## config.mk

```make
export PLATFORM = sky130hd
export DESIGN_NAME = fft_mux_sched
export DESIGN_NICKNAME = d
export VERILOG_FILES = /design/src/rtl/fft_mux_sched_pkg.sv /design/src/rtl/fft_mux_sched.sv
export SDC_FILE = /design/constraint.sdc
export NUM_CORES = 1
export LEC_CHECK = 0
export CAP_MARGIN = 20
export CORE_AREA = 2 2 39 41
export CTS_CLUSTER_SIZE = 40
export DETAILED_ROUTE_END_ITERATION = 10
export DIE_AREA = 0 0 41 43
export GPL_TIMING_DRIVEN = 0
export HOLD_SLACK_MARGIN = 0.12
export PLACE_DENSITY = 0.7
export SKIP_CTS_REPAIR_TIMING = 1
export SLEW_MARGIN = 20
export SYNTH_ARGS = -nofsm -noshare
export SYNTH_HDL_FRONTEND = slang
export SYNTH_SLANG_ARGS = --single-unit
```

## constraint.sdc

```tcl
create_clock -name clk -period 1.8 [get_ports clk]
set_input_delay 0.36 -clock clk [delete_from_list [all_inputs] [get_ports clk]]
set_output_delay 0.36 -clock clk [all_outputs]
set_load 0.01 [all_outputs]
```

## src/rtl/fft_mux_sched_pkg.sv

```systemverilog
// Shared definitions for the FFT mux scheduler: state encoding, data width
// of the 136-bit beat mux and default frame geometry.
package fft_mux_sched_pkg;

  localparam int DATA_W       = 136;
  localparam int DEF_N_BEATS  = 4;
  localparam int DEF_N_STAGES = 4;

  typedef enum logic [1:0] {
    ST_IDLE,
    ST_LOAD,
    ST_RECIRC,
    ST_DONE
  } sched_state_e;

endpackage

```

## src/rtl/fft_mux_sched.sv

```systemverilog
// FFT mux scheduler: sequences one external load pass followed by
// N_STAGES-1 recirculation passes of N_BEATS beats each, driving the
// select of the 136-bit data mux (which lives in the integration wrapper).
// Optional macro FFT_MUX_SCHED_PERF_EN adds a saturating 16-bit frame_cnt.
module fft_mux_sched
  import fft_mux_sched_pkg::*;
#(
  parameter int N_BEATS  = DEF_N_BEATS,
  parameter int N_STAGES = DEF_N_STAGES
) (
  input  logic                       clk,
  input  logic                       rst,
  input  logic                       in_valid,
  output logic                       in_ready,
  input  logic                       fb_valid,
  output logic                       fb_ready,
  output logic                       dp_valid,
  input  logic                       dp_ready,
  output logic                       mux_flag,
  output logic [2:0]                 stage,
  output logic [$clog2(N_BEATS)-1:0] beat,
  output logic                       dp_last,
`ifdef FFT_MUX_SCHED_PERF_EN
  output logic [15:0]                frame_cnt,
`endif
  output logic                       frame_done
);

  localparam int                BW         = $clog2(N_BEATS);
  localparam logic [BW-1:0]     BEAT_LAST  = BW'(N_BEATS - 1);
  localparam logic [2:0]        STAGE_LAST = 3'(N_STAGES - 1);

  sched_state_e  state_q, state_d;
  logic [2:0]    stage_q, stage_d;
  logic [BW-1:0] beat_q, beat_d;
  logic          mux_q, mux_d;
  logic          xfer;

  // State, pass/beat counters and mux select registers.
  always_ff @(posedge clk) begin
    if (rst) begin
      state_q <= ST_IDLE;
      stage_q <= '0;
      beat_q  <= '0;
      mux_q   <= 1'b0;
    end else begin
      state_q <= state_d;
      stage_q <= stage_d;
      beat_q  <= beat_d;
      mux_q   <= mux_d;
    end
  end

  // Handshake steering, next-state and counter advance on each transfer.
  always_comb begin
    state_d  = state_q;
    stage_d  = stage_q;
    beat_d   = beat_q;
    mux_d    = mux_q;
    dp_valid = 1'b0;
    in_ready = 1'b0;
    fb_ready = 1'b0;

    case (state_q)
      ST_IDLE: begin
        if (in_valid) begin
          state_d = ST_LOAD;
          mux_d   = 1'b0;
        end
      end
      ST_LOAD: begin
        dp_valid = in_valid;
        in_ready = dp_ready;
      end
      ST_RECIRC: begin
        dp_valid = fb_valid;
        fb_ready = dp_ready;
      end
      ST_DONE: begin
        state_d = ST_IDLE;
        stage_d = '0;
      end
      default: begin
        state_d = ST_IDLE;
      end
    endcase

    xfer = dp_valid && dp_ready;

    // Transfers only happen in LOAD or RECIRC, so the else arm is RECIRC.
    if (xfer) begin
      if (beat_q == BEAT_LAST) begin
        beat_d = '0;
        if (state_q == ST_LOAD) begin
          if (N_STAGES == 1) begin
            state_d = ST_DONE;
          end else begin
            state_d = ST_RECIRC;
            stage_d = 3'd1;
            mux_d   = 1'b1;
          end
        end else if (stage_q == STAGE_LAST) begin
          state_d = ST_DONE;
          mux_d   = 1'b0;
        end else begin
          stage_d = stage_q + 3'd1;
        end
      end else begin
        beat_d = beat_q + 1'b1;
      end
    end

    dp_last    = dp_valid && (stage_q == STAGE_LAST) && (beat_q == BEAT_LAST);
    frame_done = (state_q == ST_DONE);
  end

  assign mux_flag = mux_q;
  assign stage    = stage_q;
  assign beat     = beat_q;

`ifdef FFT_MUX_SCHED_PERF_EN
  // Saturating count of completed frames.
  always_ff @(posedge clk) begin
    if (rst) begin
      frame_cnt <= '0;
    end else if ((state_q == ST_DONE) && (frame_cnt != '1)) begin
      frame_cnt <= frame_cnt + 16'd1;
    end
  end
`endif

endmodule

```

-- Word-level counts from Yosys, hierarchy flattened
Cells that the tools add are included.
W data, S select, Z words.
- word-level logic and storage cells: 36
- output and inout bits: 11
- register bits: 8
- multiplexer cells: 21
- equality and inequality tests: 5
- add/sub/neg operators: 2
- reductions and logical operators: 4
- operators with widths (kind ; number):
    $mux W3 ; 5
    $mux W2 ; 6
    $mux W1 ; 8
    $eq A2 B2 Y1 const B ; 3
    $pmux W2 S2 ; 1
    $add A3 B1 Y3 const B ; 1
    $eq A3 B2 Y1 const B ; 1
    $logic_and A1 B1 Y1 ; 3
    $add A2 B1 Y2 const B ; 1
    $eq A2 B1 Y1 const B ; 1
    $logic_not A2 Y1 ; 1
    $pmux W1 S2 ; 1

-- Depth between registers and ports, before layout
- word-level depth: 6
- depth in mapped cells: 5

-- Worst setup path before layout
No wires, ideal clock.
- path type: register to output
- start: reg state_q[1]
- end: out dp_last
- setup slack: 78 ps
- data required time: 1440 ps
- arrival: 1362 ps
- stages on the path, launching flop included: 6
- cells stage by stage: dfxtp_1 inv_1 ha_1 a22o_2 and2_1 and3_1
- cells in the longest elaborated chain, start to end: 4
- ends and longest elaborated chain (item ; line ; text):
    start: declaration ; fft_mux_sched.sv:33 ; sched_state_e state_q, state_d;
    start signal: assignment ; fft_mux_sched.sv:47 ; state_q <= state_d;
    $eq A2 B2 Y1 / $eq A2 B1 Y1 (equally long branches) ; fft_mux_sched.sv:64 ; case (state_q)
    $pmux W1 S2 (*) ; fft_mux_sched.sv:64 ;
    via dp_valid ; fft_mux_sched.sv:17 ; output logic dp_valid,
    $logic_and A1 B1 Y1 (*) (2 in a row) ; fft_mux_sched.sv:113 ; dp_last = dp_valid && (stage_q == STAGE_LAST) && (beat_q == BEAT_LAST);
    end: declaration ; fft_mux_sched.sv:22 ; output logic dp_last,
Mark *: on every way through the listed nets, which the timed path passes. The rest lies on a longest branch.

-- Final worst setup path
- start: reg state_q[1]
- end: out dp_last
- cells in the longest elaborated chain, start to end: 4
- ends and longest elaborated chain (item ; line):
    $eq A2 B2 Y1 / $eq A2 B1 Y1 (equally long branches) ; fft_mux_sched.sv:64
    $pmux W1 S2 (*) ; fft_mux_sched.sv:64
    $logic_and A1 B1 Y1 (*) (2 in a row) ; fft_mux_sched.sv:113
Mark *: on every way between the ends. The rest lies on a longest branch, timed or not.

==> results.cfg <==
[status]
run_status = complete, but fails checks
failed_checks = setup timing

[timing]
final_hold_viol_count = 0
maxSlewViolCount = 0
timing.final.ws_setup_ns = -0.101
fin_skew_ns = 0.00365
setup_repair_after_global_routing_missed_its_margin = true
finalCritPeriodShare_pct = 106
min_period_ns = 1.90
tightestPinTransition_ns = 0.458
sum_of_negative_setup_slack_ns = -0.101
max_freq_mhz = 526
setup-violations-final = 1
smallest_hold_slack_ns = 0.471
max_slew_headroom_pct = 69.5

[clocking]
cts_made_buffers = 3
cts.reportedPaths.clkPinSlew_ns = 0.06
clock_tree.buffer_depth = 2
total_clock_sinks = 8
cts-htree-levels = 1
tritoncts = done
clock_root_buffer = sky130_fd_sc_hd__clkbuf_4
clock_latency_ns = 0.26

[power_and_ir_drop]
fin_total_pwr_w = 0.000403
p_leak_nw = 0.379
powerDensity_mw_per_mm2 = 509
ir_worst_vdd_mv = 0.314

[route]
first_pass_iters = 4
num_vias = 550
wire_per_inst_um = 12.5
drt_wl_total_mm = 1.23
ant_nets = 0
drtIter0Drc = 12
drcViolationCount = 0
vias_per_cell = 5.56

[job]
max-cap-violations = 0

[final_layout]
final_layout_size_suffix_gt1_share_pct = 28.9
area.growth.synth_to_final_pct = 48.2
final_util_pct = 57.2
finalNetCount = 96
final-instance-count-excl-fill = 99
insertedDiodeCount = 0

[global_route]
number_of_global_route_vias_before_repair = 466
maximum_number_of_pins_on_one_net_before_global_route_repair = 11
grt_most_used_layer = met2
grt_remaining_overflow = 0
first_pass_grt_wire_length_mm = 2.01
use_met2_pct = 23.1
gr-usage-met3_pct = 4.71
grt_util_met1_pct = 22.7
initial_antenna_violation_count = 0
grt_util_all_layers_pct = 17.5

[synthesis]
synth_enable_flop_cells = 0
synth_area_per_cell_um2 = 8.76
yosys.area.top_type = sky130_fd_sc_hd__dfxtp_1
synth_ff_type = sky130_fd_sc_hd__dfxtp_1
yosys-top-cells-area = sky130_fd_sc_hd__dfxtp_1 30%, sky130_fd_sc_hd__ha_1 14%, sky130_fd_sc_hd__nor2b_1 5.9%
synth.cells.most_frequent = 8 x sky130_fd_sc_hd__dfxtp_1, 6 x sky130_fd_sc_hd__ha_1, 5 x sky130_fd_sc_hd__inv_1, 5 x sky130_fd_sc_hd__nor2b_1, 4 x sky130_fd_sc_hd__a21oi_1
postSynthNetCount = 72
syn_inst = 61
yosysMostFrequentCell = sky130_fd_sc_hd__dfxtp_1
synth.top_cell.area_share_pct = 30.0
synth-seq-area-share_pct = 30.0
synth.yosys.warnings = 0
synth-seq-cells = 8
synth_cell_types = 30
cell_area_after_synthesis_um2 = 534
synth_async_reset_ratio_pct = 0

[die]
initial_utilization_pct = 38.6
die-area_mm2 = 0.00176
core_area_mm2 = 0.00138
placement_rows = 14
io_pins = 16
die_w_um = 41
die_h_um = 43

[setup_path]
critical_path_arrival_ns = 1.54
critical_path.cell_chain = inv_2 -> ha_4 -> a22o_4 -> and2_4 -> and3_1 -> buf_2
critPathTopFamily = flip-flops
critPathMaxStageDelay_ns = 0.34
cp_max_fo = 6
path_class = reg -> out
worst_ep_required_time_ns = 1.44
crit_slowest_cell = sky130_fd_sc_hd__dfxtp_2
critPathCaptureType = primary output
crit_buf_inv = 2
worst_setup_path_start_kind = flip-flop

[placement]
dpl.cell_count = 91
port-buffer-count = 14
hpwlAfterDp_um = 895
gp_routability_congestion = 0.724

[min_path]
type_of_the_most_critical_hold_path = in -> reg
sequential cells by signal, summed over array words and instances (netlist names):
signal    flops
stage         3
beat          2
state_q       2
mux_flag      1
stage by stage:
step	cell area [um2]	setup WS (ns)
3_3_place_gp	694	-0.563
6_report	792	-0.101
3_5_place_dp	694	-0.562
5_1_grt	792	-0.152
2_1_floorplan	534	0.0782
4_1_cts	717	-0.700
layout by cell type (no fill, tap or decap), types with 2 or more instances in the layout:
cell type / Yosys / routed
sky130_fd_sc_hd__ha_2: 0 / 2
sky130_fd_sc_hd__ha_1: 6 / 3
sky130_fd_sc_hd__inv_1: 5 / 3
sky130_fd_sc_hd__clkbuf_4: 0 / 3
sky130_fd_sc_hd__clkdlybuf4s50_1: 0 / 7
sky130_fd_sc_hd__dlymetal6s2s_1: 0 / 5
sky130_fd_sc_hd__dfxtp_1: 8 / 6
sky130_fd_sc_hd__o21ai_0: 3 / 3
sky130_fd_sc_hd__nor2_1: 2 / 2
sky130_fd_sc_hd__nor2b_1: 5 / 4
sky130_fd_sc_hd__nand2b_1: 2 / 2
sky130_fd_sc_hd__a21oi_1: 4 / 4
sky130_fd_sc_hd__buf_4: 0 / 5
sky130_fd_sc_hd__and3_1: 2 / 2
sky130_fd_sc_hd__nand3_1: 3 / 3
sky130_fd_sc_hd__inv_2: 0 / 2
worst reg2reg max path: stages, from the launching register on:
cell and delay [ns]:
sky130_fd_sc_hd__dfxtp_4 0.37, sky130_fd_sc_hd__inv_2 0.05, sky130_fd_sc_hd__ha_2 0.38, sky130_fd_sc_hd__nand3_1 0.12
sky130_fd_sc_hd__or3_1 0.34, sky130_fd_sc_hd__a221oi_2 0.21
final cells by class:
cell class              count  area, um2
plain buffers               1       3.75
clock buffers               3       22.5
fillers                   135        592
inverters                   5       18.8
multi-input cells          47        382
flip-flops and latches      8        165
well taps                  16       20.0
repair buffers             19        180
logic make-up after synthesis:
kind of cell	count (synthesis)	share of synthesized area, %
AOI/OAI and AO/OA	17	23.9
muxes	2	3.98
DFF	8	30.0
and+or+nand+nor	22	23.9
buffers and inverters	6	4.22
adders and majority gates	6	14.1
per-layer routing:
layer / routed length [um] / part of all wire (%)
met5: 0 / 0
met4: 34 / 2.8
met3: 63 / 5.1
met2: 580 / 47
met1: 554 / 45
path summary, 6_finish.rpt:
path	from	endpoint	slack [ns]	depth (start not counted)
max	state_q[1]	dp_last	-0.10	6
max reg2reg	state_q[0]	stage[1]	0.26	5
min reg2reg	stage[2]	stage[2]	0.47	2
min	dp_ready	beat[1]	0.47	3
power by group:
group | internal, W | total, W | switching (W)
registers | 0.000180 | 0.000185 | 0.00000470
logic | 0.0000374 | 0.0000721 | 0.0000348
clock network | 0.0000769 | 0.000146 | 0.0000693
total | 0.000295 | 0.000403 | 0.000109
Note: power is estimated with default switching activity, not from simulation.
